File: src/rtl/dispatch_controller.sv
// dispatch_controller: pops the gate-model head, offers it to a field unit with valid/ack,
// applies an inter-dispatch cooldown and keeps saturating served/timeout statistics.
module dispatch_controller #(
  parameter int COOLDOWN    = 4,
  parameter int ACK_TIMEOUT = 32,
  parameter int CNT_W       = 8
) (
  input  logic             clk,
  input  logic             rst_n,
  input  logic             enable,
  input  logic             clr_stats,
  input  logic             evac_empty,
  input  logic             shelter_valid,
  input  logic             food_valid,
  input  logic             head_is_shelter,
  input  logic [7:0]       head_zone,
  input  logic [1:0]       head_priority,
  input  logic             unit_ready,
  input  logic             unit_ack,
  output logic             serve,
  output logic             dispatch_valid,
  output logic [7:0]       dispatch_zone,
  output logic [1:0]       dispatch_priority,
  output logic [1:0]       dispatch_type,
  output logic             busy,
  output logic             timeout_err,
  output logic [CNT_W-1:0] served_evac,
  output logic [CNT_W-1:0] served_shelter,
  output logic [CNT_W-1:0] served_food,
  output logic [CNT_W-1:0] timeout_count
);
  localparam int TW = $clog2(ACK_TIMEOUT + 1);
  localparam int CW = $clog2(COOLDOWN + 2);
  typedef enum logic [1:0] {IDLE, OFFER, COOL} state_t;
  state_t          state;
  logic [TW-1:0]   timer;
  logic [CW-1:0]   cool;
  logic            work;
  logic            ack;
  logic [1:0]      head_type;
  function automatic logic [CNT_W-1:0] sat_inc(input logic [CNT_W-1:0] c);
    return &c ? c : c + 1'b1;
  endfunction
  always_comb begin
    work        = !evac_empty | shelter_valid | food_valid;
    head_type   = !evac_empty ? 2'b10 : (head_is_shelter & shelter_valid) ? 2'b01 : food_valid ? 2'b00 : 2'b01;
    serve       = rst_n & (state == IDLE) & enable & work & unit_ready;
    ack         = (state == OFFER) & unit_ack;
    timeout_err = (state == OFFER) & !unit_ack & (timer == TW'(ACK_TIMEOUT - 1));
    busy        = state != IDLE;
  end
  always_ff @(posedge clk or negedge rst_n) begin
    if (!rst_n) begin
      state             <= IDLE;
      timer             <= '0;
      cool              <= '0;
      dispatch_valid    <= 1'b0;
      dispatch_zone     <= '0;
      dispatch_priority <= '0;
      dispatch_type     <= '0;
      served_evac       <= '0;
      served_shelter    <= '0;
      served_food       <= '0;
      timeout_count     <= '0;
    end else begin
      case (state)
        IDLE: if (serve) begin
          state             <= OFFER;
          dispatch_valid    <= 1'b1;
          dispatch_zone     <= head_zone;
          dispatch_priority <= head_priority;
          dispatch_type     <= head_type;
          timer             <= '0;
        end
        OFFER: if (unit_ack) begin
          dispatch_valid <= 1'b0;
          cool           <= '0;
          state          <= (COOLDOWN == 0) ? IDLE : COOL;
        end else begin
          timer <= timeout_err ? '0 : timer + 1'b1;
        end
        COOL: if (cool == CW'(COOLDOWN - 1)) state <= IDLE;
              else cool <= cool + 1'b1;
        default: state <= IDLE;
      endcase
      // a clear in the same cycle as an increment leaves the counter at zero
      if (clr_stats) begin
        served_evac    <= '0;
        served_shelter <= '0;
        served_food    <= '0;
        timeout_count  <= '0;
      end else begin
        if (ack && dispatch_type == 2'b10) served_evac <= sat_inc(served_evac);
        if (ack && dispatch_type == 2'b01) served_shelter <= sat_inc(served_shelter);
        if (ack && dispatch_type == 2'b00) served_food <= sat_inc(served_food);
        if (timeout_err) timeout_count <= sat_inc(timeout_count);
      end
    end
  end
endmodule
File: config.mk
export PLATFORM = sky130hd
export DESIGN_NAME = dispatch_controller
export DESIGN_NICKNAME = d
export VERILOG_FILES = /design/src/rtl/dispatch_controller.sv
export SDC_FILE = /design/constraint.sdc
export NUM_CORES = 1
export LEC_CHECK = 0
export CAP_MARGIN = 20
export CORE_MARGIN = 3
export CORE_UTILIZATION = 40
export CTS_CLUSTER_SIZE = 28
export DETAILED_ROUTE_END_ITERATION = 7
export GPL_TIMING_DRIVEN = 0
export PLACE_DENSITY = 0.64
export SLEW_MARGIN = 20
export SYNTH_ARGS = -nofsm -noshare
export SYNTH_HDL_FRONTEND = slang
export SYNTH_SLANG_ARGS = --single-unit
export TNS_END_PERCENT = 30
File: constraint.sdc
create_clock -name clk -period 2.2 [get_ports clk]
set_input_delay 0.66 -clock clk [delete_from_list [all_inputs] [get_ports clk]]
set_output_delay 0.66 -clock clk [all_outputs]
set_load 0.02 [all_outputs]
==> metrics.md <==
| Metric | Value |
|---|---|
| FILL cells | 654 |
| Worst setup timing slack at the placement stage | -1100 ps |
| Row count | 30 |
| MaxCap Viol Count | 0 |
| Final clock period utilization by the worst path | 0.979 |
| Detailed-route DRC error count | 0 |
| Net switching share of the total power | 0.319 |
| Layout cell share with drive strength beyond 1 | 0.163 |
| XOR/XNOR Fraction of Synth Area | 0.0212 |
| Finished Core Util | 0.573 |
| Number of global-route vias before repair | around 2400 |
| Post-synthesis adder-cell area fraction | 0.0302 |
| Drt initial violations | between 70 and 80 |
| Static power due to leakage | 1.68 nW |
| HPWL after detailed placement | 4910 µm |
| Number of enable-type register cells in the synthesized netlist | 0 |
| First drt pass iteration count | 4 |
| Layout Skew | between 9 and 10 ps |
| Share of Yosys cell area claimed by the top area cell type | 0.484 |
| Number of warnings issued by yosys | 0 |
| Category of the critical setup timing path | in2out |
| Core outline area | approximately 6900 µm² |
| Fin. Hold Viols | 0 |
| TritonCTS clock tree | built |
| Die ar. | around 8300 µm² |
| # H-tree levels | 2 |
| Clock latency on the worst-skew pair | about 300 ps |
| Internal power | slightly below 2 mW |
| Clock input transition at the sequential cells of the worst setup and hold paths | approximately 100 ps |
| Count of boundary I/O pins | slightly below 70 |
| Routed WL per cell | around 15 µm |
| Quantity of hold-fixing buffers added after cts | 0 |
| Slew Limit Headroom | 0.632 |
| Fmax | approximately 460 MHz |
| Final max-slew violation count | 0 |
| Max Fanout on Critical Path | 6 |
| Clock tree root driver cell | sky130_fd_sc_hd__clkbuf_8 |
| Cell type with the highest aggregate area in the netlist | sky130_fd_sc_hd__dfrtp_1 |
| Count of vias placed by the detailed router | about 2500 |
| Min Clock Period, post-route | 2150 ps |
| Syn_area_per_cell | 10.1 µm² |
| Initial antenna violation count | 0 |
| Transition time of the tightest slew-check pin | about 540 ps |
| Total number of clock tree sinks | 56 |
| Syn_nets | between 300 and 400 |
| Multiplexer fraction of the synthesized cell area | 0.0644 |
| Most used DFF post-synth | sky130_fd_sc_hd__dfrtp_1 |
| Vertical die dimension | about 91 µm |
| Combinational family with the most area after synthesis | simple AND/OR/NAND/NOR gates |
| Number of distinct library cells after synthesis | 56 |
| Largest net degree at the start of global routing | 25 |
| Critical Path Source Type | input pin |
| Clock network fraction of design power | 0.206 |
| Number of nets with antenna violations after routing | 0 |
| Result of the run | finished clean |
| Overall overflow remaining after global route | 0 |
| Number of port buffers | 66 |
| Number of buffers inserted during clock tree synthesis | 5 |
| Total Nets Final | 400 |
| Combinational cell fraction of total power | 0.332 |
| Global-route wire length before repair | between 10000 and 15000 µm |
| Post-Synthesis Cell Area | 2900 µm² |
| Post-synth top cells | 56 x sky130_fd_sc_hd__dfrtp_1, 22 x sky130_fd_sc_hd__nor2_1, 19 x sky130_fd_sc_hd__nand2_1, 18 x sky130_fd_sc_hd__a21oi_1, 16 x sky130_fd_sc_hd__inv_1 |
| TNS Setup | 0 ps |
| Library cell with the highest instance count after synthesis | sky130_fd_sc_hd__dfrtp_1 |
| Kind of end point of the critical path | output port |
| Sequential share of the synthesized area | 0.484 |
| Overall power consumption | about 2.8 mW |
| Final setup violation count | 0 |
| Simple-gate share of the synthesized area | 0.218 |
| Area fraction in compound gates after synthesis | 0.139 |
| Initial core utilization | 0.419 |
| Worst slack on hold paths | 155 ps |
| Area overhead of the layout relative to synthesis | 36.7% |
| Maximum buffer depth of the clock tree | 2 |
| Antenna diode count | 0 |
| Die Wd | just over 90 µm |
| Number of standard cells after synthesis | ~290 |
| Global-route usage over all layers | 0.171 |
| Placer's final routability congestion estimate | about 0.8 |
| Post-detailed-route via-to-cell ratio | roughly 5.2 |
| Data arrival time at the worst-slack endpoint | between 1000 and 1500 ps |
| Switch Pwr | 0.906 mW |
| Worst setup slack after layout | 45.8 ps |
| Register-to-register setup slack | 360 ps |
| Ratio of total power to cell area | 718 nW/µm² |
| IR Drop Worst-Case VDD | around 0.48 mV |
| Data required time of the worst path | 1540 ps |
| Fraction of synthesis flops using an asynchronous set or reset pin | 1.00 |
| Cell types occupying the most area after synthesis | sky130_fd_sc_hd__dfrtp_1 48%, sky130_fd_sc_hd__mux2_2 4.3%, sky130_fd_sc_hd__a21oi_1 3.1%, sky130_fd_sc_hd__ha_1 3.0%, sky130_fd_sc_hd__nor2_1 2.9% |
| Worst hold path type | in2async |
| Register bit total from synthesis | 56 |
| Detailed-route wire length | between 7000 and 8000 µm |
| Sequential share of power | 0.462 |
## routing by layer
metal,share of wire,up-vias,global-route usage
met5,0,-,0
met1,0.47,1204,0.234
met4,0.013,0,0.0415
li1,-,1223,-
met3,0.021,6,0.0265
met2,0.50,31,0.284
## per-stage QoR
| stage | cells | cell area [µm²] |
|---|---|---|
| after floorplan | 286 | 2900 |
| after global placement | 448 | 3680 |
| after detailed placement | 449 | 3700 |
| after CTS | 463 | 3910 |
| after global routing | 470 | 3960 |
| final | 470 | 3960 |
## flip-flops by register name, indices dropped and copies added (netlist names)
signal / flops
dispatch_zone: 8
served_evac: 8
served_food: 8
served_shelter: 8
timeout_count: 8
timer: 6
cool: 3
dispatch_priority: 2
dispatch_type: 2
state: 2
dispatch_valid: 1
## worst paths after layout
path / from / to / depth (start not counted)
worst max-delay path: unit_ack / timeout_err / 6
worst min-delay path: rst_n / cool[0] / 1
worst max register to register: state[1] / served_shelter[7] / 5
worst min register to register: dispatch_zone[5] / dispatch_zone[5] / 1
max in group asynchronous: rst_n / served_shelter[3] / 3
min in group clk: dispatch_zone[5] / dispatch_zone[5] / 1
## cells in the final DEF (no fill, tap or decap), types with 3 or more instances in the layout
cell,netlist,layout
sky130_fd_sc_hd__buf_2,3,3
sky130_fd_sc_hd__or3_1,8,8
sky130_fd_sc_hd__clkbuf_1,1,3
sky130_fd_sc_hd__buf_6,2,5
sky130_fd_sc_hd__o31ai_1,7,7
sky130_fd_sc_hd__xor2_1,5,5
sky130_fd_sc_hd__nand2_1,19,19
sky130_fd_sc_hd__clkdlybuf4s50_1,0,56
sky130_fd_sc_hd__nand2b_1,3,3
sky130_fd_sc_hd__ha_1,7,6
sky130_fd_sc_hd__inv_1,16,15
sky130_fd_sc_hd__or4_1,6,6
sky130_fd_sc_hd__mux2_2,11,11
sky130_fd_sc_hd__dfrtp_1,56,55
sky130_fd_sc_hd__o21ai_0,13,13
sky130_fd_sc_hd__and3_1,7,6
sky130_fd_sc_hd__mux2i_1,4,4
sky130_fd_sc_hd__nand3_1,12,11
sky130_fd_sc_hd__dlygate4sd2_1,0,3
sky130_fd_sc_hd__nor2_1,22,21
sky130_fd_sc_hd__a221oi_1,3,3
sky130_fd_sc_hd__clkbuf_8,0,6
sky130_fd_sc_hd__nor2b_1,6,6
sky130_fd_sc_hd__nor3_1,4,4
sky130_fd_sc_hd__nand4_1,10,10
sky130_fd_sc_hd__a21oi_1,18,18
sky130_fd_sc_hd__buf_4,1,14
## cell families after synthesis
family / Yosys count
multiplexers: 17
adder cells (fa/ha/maj): 7
AO/OA/AOI/OAI: 61
buffers and inverters: 26
flip-flops: 56
AND/OR/NAND/NOR: 112
XOR/XNOR: 7
## area by class of cell
cell class	instances	area [µm²]	share of cell area
Multi-Input combinational cell	204	1410	0.356
Sequential cell	56	1400	0.354
Timing Repair Buffer	81	807	0.204
Tap cell	96	120	0.0303
Clock buffer	8	90.1	0.0228
Inverter	17	66.3	0.0168
Buffer	8	62.6	0.0158
## power by group through the flow
| stage | Combinational (mW) | Sequential (mW) | Clock (mW) |
|---|---|---|---|
| CTS | 0.935 | 1.32 | 0.609 |
| detailed placement | 0.909 | 1.34 | 0 |
| floorplan | 0.360 | 1.47 | 0 |
| finish | 0.943 | 1.31 | 0.585 |
| global placement | 0.893 | 1.33 | 0 |
| global route | 1.02 | 1.34 | 0.640 |
## worst max-delay path, stage by stage
cell and delay [ps]:
sky130_fd_sc_hd__buf_2 150, sky130_fd_sc_hd__nor3b_4 250, sky130_fd_sc_hd__nand4_4 120, sky130_fd_sc_hd__buf_6 160, sky130_fd_sc_hd__inv_4 50, sky130_fd_sc_hd__buf_6 110
## repair_timing
item,CTS,global route
buffers inserted,5,8
pin swaps,5,4
gates resized for setup,43,5
gates cloned,1,0
setup endpoints to repair,3,2
No activity file was read; power rests on OpenSTA's default activity.
